<file path="config.mk">
export PLATFORM = sky130hd
export DESIGN_NAME = fsm_step_arbiter_flat
export DESIGN_NICKNAME = d
export VERILOG_FILES = /design/src/rtl/fsm_step_arbiter_if.sv /design/src/rtl/fsm_step_arbiter.sv /design/src/flat_wrapper.sv
export SDC_FILE = /design/constraint.sdc
export NUM_CORES = 1
export LEC_CHECK = 0
export CORE_MARGIN = 2
export CORE_UTILIZATION = 48
export DETAILED_ROUTE_END_ITERATION = 10
export GPL_ROUTABILITY_DRIVEN = 0
export GPL_TIMING_DRIVEN = 0
export PLACE_DENSITY = 0.79
export SYNTH_ARGS = -nofsm -noshare
export SYNTH_HDL_FRONTEND = slang
export SYNTH_SLANG_ARGS = --single-unit
</file>
<file path="constraint.sdc">
create_clock -name clk -period 2.58 [get_ports clk]
set_input_delay 0.258 -clock clk [delete_from_list [all_inputs] [get_ports clk]]
set_output_delay 0.258 -clock clk [all_outputs]
set_load 0.05 [all_outputs]
</file>
<file path="src/rtl/fsm_step_arbiter_if.sv">
// Requester-side bundle of the step arbiter: request/length/abort in, grant/step/result out.
// The shared sequencer's Moore output (seq_out) also travels in this bundle.
interface fsm_step_arbiter_if #(
  parameter int NREQ  = 4,
  parameter int CNT_W = 4
);
  logic [NREQ-1:0]       req;
  logic [NREQ*CNT_W-1:0] len;
  logic                  abort;
  logic                  seq_out;
  logic                  step;
  logic [NREQ-1:0]       grant;
  logic                  busy;
  logic [NREQ-1:0]       done;
  logic [CNT_W-1:0]      hit_cnt;
  logic                  aborted;

  modport master (
    output req, len, abort, seq_out,
    input  step, grant, busy, done, hit_cnt, aborted
  );

  modport slave (
    input  req, len, abort, seq_out,
    output step, grant, busy, done, hit_cnt, aborted
  );
endinterface

</file>
<file path="src/rtl/fsm_step_arbiter.sv">
// Round-robin owner of a shared 3-state sequencer: drives its step input for a
// requested number of cycles and reports how many of them saw the output high.
module fsm_step_arbiter #(
  parameter int NREQ  = 4,
  parameter int CNT_W = 4
) (
  input  logic              clk,
  input  logic              rst,
  fsm_step_arbiter_if.slave bus
);
  localparam int PTR_W = (NREQ > 1) ? $clog2(NREQ) : 1;

  typedef enum logic [1:0] {
    IDLE = 2'b00,
    RUN  = 2'b01,
    DONE = 2'b10
  } state_t;

  state_t             state_q, state_d;
  logic [PTR_W-1:0]   ptr_q, ptr_d;
  logic [CNT_W-1:0]   rem_q, rem_d;
  logic [CNT_W-1:0]   hit_q, hit_d;
  logic               step_q, step_d;
  logic [NREQ-1:0]    grant_q, grant_d;
  logic               busy_q, busy_d;
  logic [NREQ-1:0]    done_q, done_d;
  logic [CNT_W-1:0]   hit_cnt_q, hit_cnt_d;
  logic               aborted_q, aborted_d;

  logic               win_found;
  logic [PTR_W-1:0]   win_idx;
  logic [NREQ-1:0]    win_onehot;
  logic [CNT_W-1:0]   win_len;
  logic [CNT_W-1:0]   hit_inc;

  // Search starts just past the last winner, so the previous owner ranks last.
  always_comb begin
    win_found = 1'b0;
    win_idx   = '0;
    for (int k = 1; k <= NREQ; k++) begin
      if (!win_found && bus.req[(int'(ptr_q) + k) % NREQ]) begin
        win_found = 1'b1;
        win_idx   = PTR_W'((int'(ptr_q) + k) % NREQ);
      end
    end
  end

  assign win_onehot = {{(NREQ-1){1'b0}}, 1'b1} << win_idx;
  assign win_len    = bus.len[win_idx*CNT_W +: CNT_W];
  assign hit_inc    = hit_q + CNT_W'(bus.seq_out);

  // Outputs are computed for the state being entered, so they line up with it.
  always_comb begin
    // NOTE: every variable gets a default before the case so no path can infer a latch.
    state_d   = state_q;
    ptr_d     = ptr_q;
    rem_d     = rem_q;
    hit_d     = hit_q;
    step_d    = 1'b0;
    grant_d   = grant_q;
    busy_d    = busy_q;
    done_d    = '0;
    hit_cnt_d = hit_cnt_q;
    aborted_d = 1'b0;

    case (state_q)
      IDLE: begin
        if (win_found) begin
          grant_d = win_onehot;
          busy_d  = 1'b1;
          ptr_d   = win_idx;
          rem_d   = win_len;
          hit_d   = '0;
          if (win_len == '0) begin
            state_d   = DONE;
            done_d    = win_onehot;
            hit_cnt_d = '0;
          end else begin
            state_d = RUN;
            step_d  = 1'b1;
          end
        end
      end

      RUN: begin
        rem_d = rem_q - CNT_W'(1);
        hit_d = hit_inc;
        // A last step that coincides with abort is a normal completion.
        if (rem_q == CNT_W'(1) || bus.abort) begin
          state_d   = DONE;
          done_d    = grant_q;
          hit_cnt_d = hit_inc;
          aborted_d = (rem_q != CNT_W'(1));
        end else begin
          step_d = 1'b1;
        end
      end

      DONE: begin
        state_d = IDLE;
        grant_d = '0;
        busy_d  = 1'b0;
      end

      default: begin
        state_d   = IDLE;
        grant_d   = '0;
        busy_d    = 1'b0;
        hit_cnt_d = '0;
      end
    endcase
  end

  always_ff @(posedge clk) begin
    // NOTE: state updates use non-blocking assignments so every register samples pre-edge values.
    if (rst) begin
      state_q   <= IDLE;
      ptr_q     <= PTR_W'(NREQ - 1);
      rem_q     <= '0;
      hit_q     <= '0;
      step_q    <= 1'b0;
      grant_q   <= '0;
      busy_q    <= 1'b0;
      done_q    <= '0;
      hit_cnt_q <= '0;
      aborted_q <= 1'b0;
    end else begin
      state_q   <= state_d;
      ptr_q     <= ptr_d;
      rem_q     <= rem_d;
      hit_q     <= hit_d;
      step_q    <= step_d;
      grant_q   <= grant_d;
      busy_q    <= busy_d;
      done_q    <= done_d;
      hit_cnt_q <= hit_cnt_d;
      aborted_q <= aborted_d;
    end
  end

  assign bus.step    = step_q;
  assign bus.grant   = grant_q;
  assign bus.busy    = busy_q;
  assign bus.done    = done_q;
  assign bus.hit_cnt = hit_cnt_q;
  assign bus.aborted = aborted_q;
endmodule

</file>
<file path="src/flat_wrapper.sv">
// flat-port wrapper written by rule: the top's interface ports become plain ports
module fsm_step_arbiter_flat 
#(
  parameter int NREQ  = 4,
  parameter int CNT_W = 4
)
  (clk, rst, bus_req, bus_len, bus_abort, bus_seq_out, bus_step, bus_grant, bus_busy, bus_done, bus_hit_cnt, bus_aborted);
  fsm_step_arbiter_if #(.NREQ(NREQ), .CNT_W(CNT_W)) bus_i ();
  input  logic clk;
  input  logic rst;
  input wire logic [$bits(bus_i.req)-1:0] bus_req;
  input wire logic [$bits(bus_i.len)-1:0] bus_len;
  input wire logic [$bits(bus_i.abort)-1:0] bus_abort;
  input wire logic [$bits(bus_i.seq_out)-1:0] bus_seq_out;
  output wire logic [$bits(bus_i.step)-1:0] bus_step;
  output wire logic [$bits(bus_i.grant)-1:0] bus_grant;
  output wire logic [$bits(bus_i.busy)-1:0] bus_busy;
  output wire logic [$bits(bus_i.done)-1:0] bus_done;
  output wire logic [$bits(bus_i.hit_cnt)-1:0] bus_hit_cnt;
  output wire logic [$bits(bus_i.aborted)-1:0] bus_aborted;
  assign bus_i.req = bus_req;
  assign bus_i.len = bus_len;
  assign bus_i.abort = bus_abort;
  assign bus_i.seq_out = bus_seq_out;
  assign bus_step = bus_i.step;
  assign bus_grant = bus_i.grant;
  assign bus_busy = bus_i.busy;
  assign bus_done = bus_i.done;
  assign bus_hit_cnt = bus_i.hit_cnt;
  assign bus_aborted = bus_i.aborted;
  fsm_step_arbiter #(.NREQ(NREQ), .CNT_W(CNT_W)) u_core (.clk(clk), .rst(rst), .bus(bus_i));
endmodule
</file>
==> results.md <==
- The first-pass GRT wire length is 6092 um.
- The startpoint type of the worst setup path is an input port.
- The via count of the first global-routing pass is 1,362.
- The starting density of the core is 49.37%.
- The cell area after synthesis is 1470 um2.
- Setup violations remaining at the end of the flow were counted as 0.
- The critical-path maximum fanout is 10.
- The relative area change from synthesis to final layout is 30.21%.
- After detailed routing, the number of remaining DRC violations is 0.
- The final cell utilization of the core is 64.29%.
- Setup repair after global routing left no endpoint under its margin.
- The number of synthesized flops with an enable pin is 0.
- The max-slew violation count is 0.
- The type of the worst min-delay path is input port to register.
- Of all flip-flops after synthesis, the portion carrying an async set or reset was 0%.
- The number of antenna violations at the first check in global routing was 0.
- The largest net degree at the start of global routing is 15.
- The number of design-rule violations left by the first detailed-router iteration is 104.
- Counting instances, the worst hold path has a depth of 2.
- The peak supply drop is 0.3410 mV.
- Ranked by total cell area, the synthesized netlist is headed by dfxtp_1, mux2i_1, nor2_1.
- Input and output buffers added on the ports amount to 37.
- The synthesized netlist net count is 198.
- The total power divided by cell area is 621.9 nW/um2.
- The routed wire length per instance is 14.70 um.
- The wire length reported by the detailed router is 3587 um.
- In this run the number of H-tree levels came out at 1.
- The clock period could shrink to 2.464 ns.
- The worst register-to-register path begins at u_core.ptr_q[0]$_SDFFE_PP1P_.
- Hold timing on the final database bottoms out at a slack of 0.3468 ns.
- The worst max-slew margin expressed relative to the limit is 55.58%.
- Before antenna repair, the detailed router went through 4 iterations.
- TritonCTS built the clock tree.
- The tree is rooted in a clkbuf_4.
- The instance count of the mapped netlist is 170.
- After the last flow step, the layout net total stands at 240.
- The max capacitance violation total is 0.
- The largest area contributor in the synthesized netlist is dfxtp_1.
- 39 I/O pins were placed.
- After synthesis, the mean cell area works out to 8.648 um2.
- The maximum operating frequency is 405.8 MHz.
- The repair_antennas step left the layout with diodes totalling 0.
- At the pin with the least slew margin, the transition time is 0.6663 ns.
- Yosys printed 0 warnings.
- Counting instances in the post-synthesis netlist gives the leading cell types as nor2_1, dfxtp_1, mux2i_1, nand2_1.
- Walking the worst path, the cells encountered are clkdlybuf4s50_1 -> or2b_1 -> a311oi_2 -> buf_4 -> mux2i_1 -> mux2i_4 -> a211o_1 -> a21oi_2.
- The detail route stage leaves a number of antenna-violating nets equal to 0.
- The peak per-stage delay on the critical path is 0.54 ns.
- For this run, global-route usage on met1 was measured as 30.61%.
- The clock input transition at the sequential cells of the worst setup and hold paths is 0.13 ns.
- The most frequent cell after synthesis is nor2_1.
- The post-DP HPWL is 2775 um.
- The clock arrives with 0.003289 ns of skew.
- The post-layout total power is 1.191 mW.
- The detailed router placed 1,440 vias in this run.
- Clock latency on the worst-skew pair, taken at its later pin, is 0.32 ns.
- Summed over all cells, the static leakage comes to 0.7271 nW.
- The area of the core region is 2978 um2.
- At the worst endpoint, the required time is 2.84 ns.
- The worst hold path begins at rst.
- The worst setup path is captured at a register.
- The top cell type by area accounts for 36.77% of the synthesized area.
- The share of post-route cells with drive strength above 1 is 5.213%.
- After floorplanning, the core was divided into 20 placement rows.
- In the global route stage, overall resource usage came out at 22.58%.
- The final period utilization is 95.51%.
- The post-CTS setup buffer count is 0.
- The number of failing hold endpoints at the final stage came to 0.
- The end of the worst register-to-register path is u_core.bus.hit_cnt[3]$_SDFFE_PP0P_.
- In this run, synthesis produced a sequential element count of 27.
- Of the synthesized area, sequential elements account for 36.77%.
- The critical path data arrival time is 2.72 ns.
- In the global route stage, met3 resource usage came out at 3.712%.
- Global routing used 35.16% of the available met2 tracks.
- The number of clock buffers added by TritonCTS is 3.
- Counting cells, the worst reg-to-reg path comes to 7.
- The most instantiated flip-flop cell in the synthesis netlist is dfxtp_1.
- Dividing the detail-routed via count by the number of cells gives 5.902.
- The largest individual stage delay along the critical path comes from the cell clkdlybuf4s50_1.
- In this run the most used layer during global routing was met2.
- The terminating pin of the worst hold path is u_core.bus.hit_cnt[1]$_SDFFE_PP0P_.
- The clock passes through at most 2 buffers.
- Adding up every negative setup slack in the final design gives 0 ns.
- The die extent in x is 59.34 um.
- Synthesis instantiated 40 different standard cells from the library.
- The run finished with clean final reports.
- In this run the vertical extent of the chip is 59.34 um.
- The clock sink count is 27.
- The total overflow reported by the global router is 0.
- The type of the worst setup path is input port to register.
- The register-to-register path setup slack is 0.23 ns.
- The die footprint is 3521 um2.
[worst max path at each step]
stage / cells past startpoint / end / slack (ns) / startpoint
finish: 8 / u_core.bus.hit_cnt[3]$_SDFFE_PP0P_ / 0.12 / bus_req[3]
global route: 8 / u_core.bus.hit_cnt[3]$_SDFFE_PP0P_ / 0.03 / bus_req[3]
CTS: 8 / u_core.bus.hit_cnt[3]$_SDFFE_PP0P_ / 0.02 / bus_req[1]
detailed placement: 8 / u_core.bus.hit_cnt[3]$_SDFFE_PP0P_ / -0.34 / bus_req[1]
global placement: 8 / u_core.bus.hit_cnt[3]$_SDFFE_PP0P_ / -0.26 / bus_req[1]
floorplan: 7 / u_core.bus.hit_cnt[3]$_SDFFE_PP0P_ / 0.53 / u_core.ptr_q[0]$_SDFFE_PP1P_
[cells by family (layout without fill, tap and decap cells)]
group / count (synthesis) / in the layout / share of synthesized area [%]
AND/OR/NAND/NOR: 70 / 70 / 22.64
buffers and inverters: 12 / 53 / 3.319
adder cells (fa/ha/maj): 4 / 4 / 3.404
flip-flops: 27 / 27 / 36.77
multiplexers: 14 / 14 / 10.38
AO/OA/AOI/OAI: 40 / 40 / 21.70
XOR/XNOR: 3 / 3 / 1.788
[stage by stage]
stage / worst slack (ns) / area [um2] / instances
detailed placement: -0.3371 / 1882 / 240
global route: 0.02871 / 1914 / 244
floorplan: 0.5263 / 1470 / 170
CTS: 0.01590 / 1908 / 244
global placement: -0.2584 / 1882 / 240
finish: 0.1159 / 1914 / 244
[cells in the final DEF, fill, tap and decap left out, types with 4 or more instances in the layout]
cell and count:
a21oi_1 6, a22oi_1 6, a32oi_1 6, clkbuf_1 6, clkdlybuf4s50_1 37, dfxtp_1 27
ha_1 4, inv_1 6, mux2i_1 13, nand2_1 10, nand2b_1 4, nand3_1 4
nor2_1 32, nor4_1 5, o21ai_0 4
[critical path, delay by kind of cell]
| family | cells | cell delay, ns |
|---|---|---|
| and+or+nand+nor | 1 | 0.29 |
| muxes | 2 | 0.50 |
| buffers and inverters | 2 | 0.82 |
| AOI/OAI and AO/OA | 3 | 0.86 |
[routing by layer]
metal / wire length, um / up-vias
met5: 0 / -
met3: 168 / 6
li1: - / 712
met1: 1585 / 674
met4: 55 / 0
met2: 1778 / 48
[sequential cells by signal, indices dropped and copies added, names as in the netlist]
register,flops
u_core.bus.done,4
u_core.bus.grant,4
u_core.bus.hit_cnt,4
u_core.hit_q,4
u_core.rem_q,4
u_core.ptr_q,2
u_core.state_q,2
u_core.bus.aborted,1
u_core.bus.busy,1
u_core.bus.step,1
[layout make-up]
type                            instances  area (um2)
Multi-Input combinational cell        131       887.1
Timing Repair Buffer                   37       370.4
Inverter                                6       22.52
Sequential cell                        27       540.5
Fill cell                             271        1064
Buffer                                  6       26.28
Tap cell                               33       41.29
Clock buffer                            4       26.28
[power by group]
group	internal (mW)	switching, mW
logic	0.206	0.297
registers	0.465	0.0444
clock network	0.0605	0.118
[what timing repair did]
action | 4_1_cts | 5_1_grt
gates resized for setup | 0 | 1
hold buffers | 0 | 0
setup endpoints to repair | 0 | 7
Note: power is estimated with default switching activity, not from simulation.
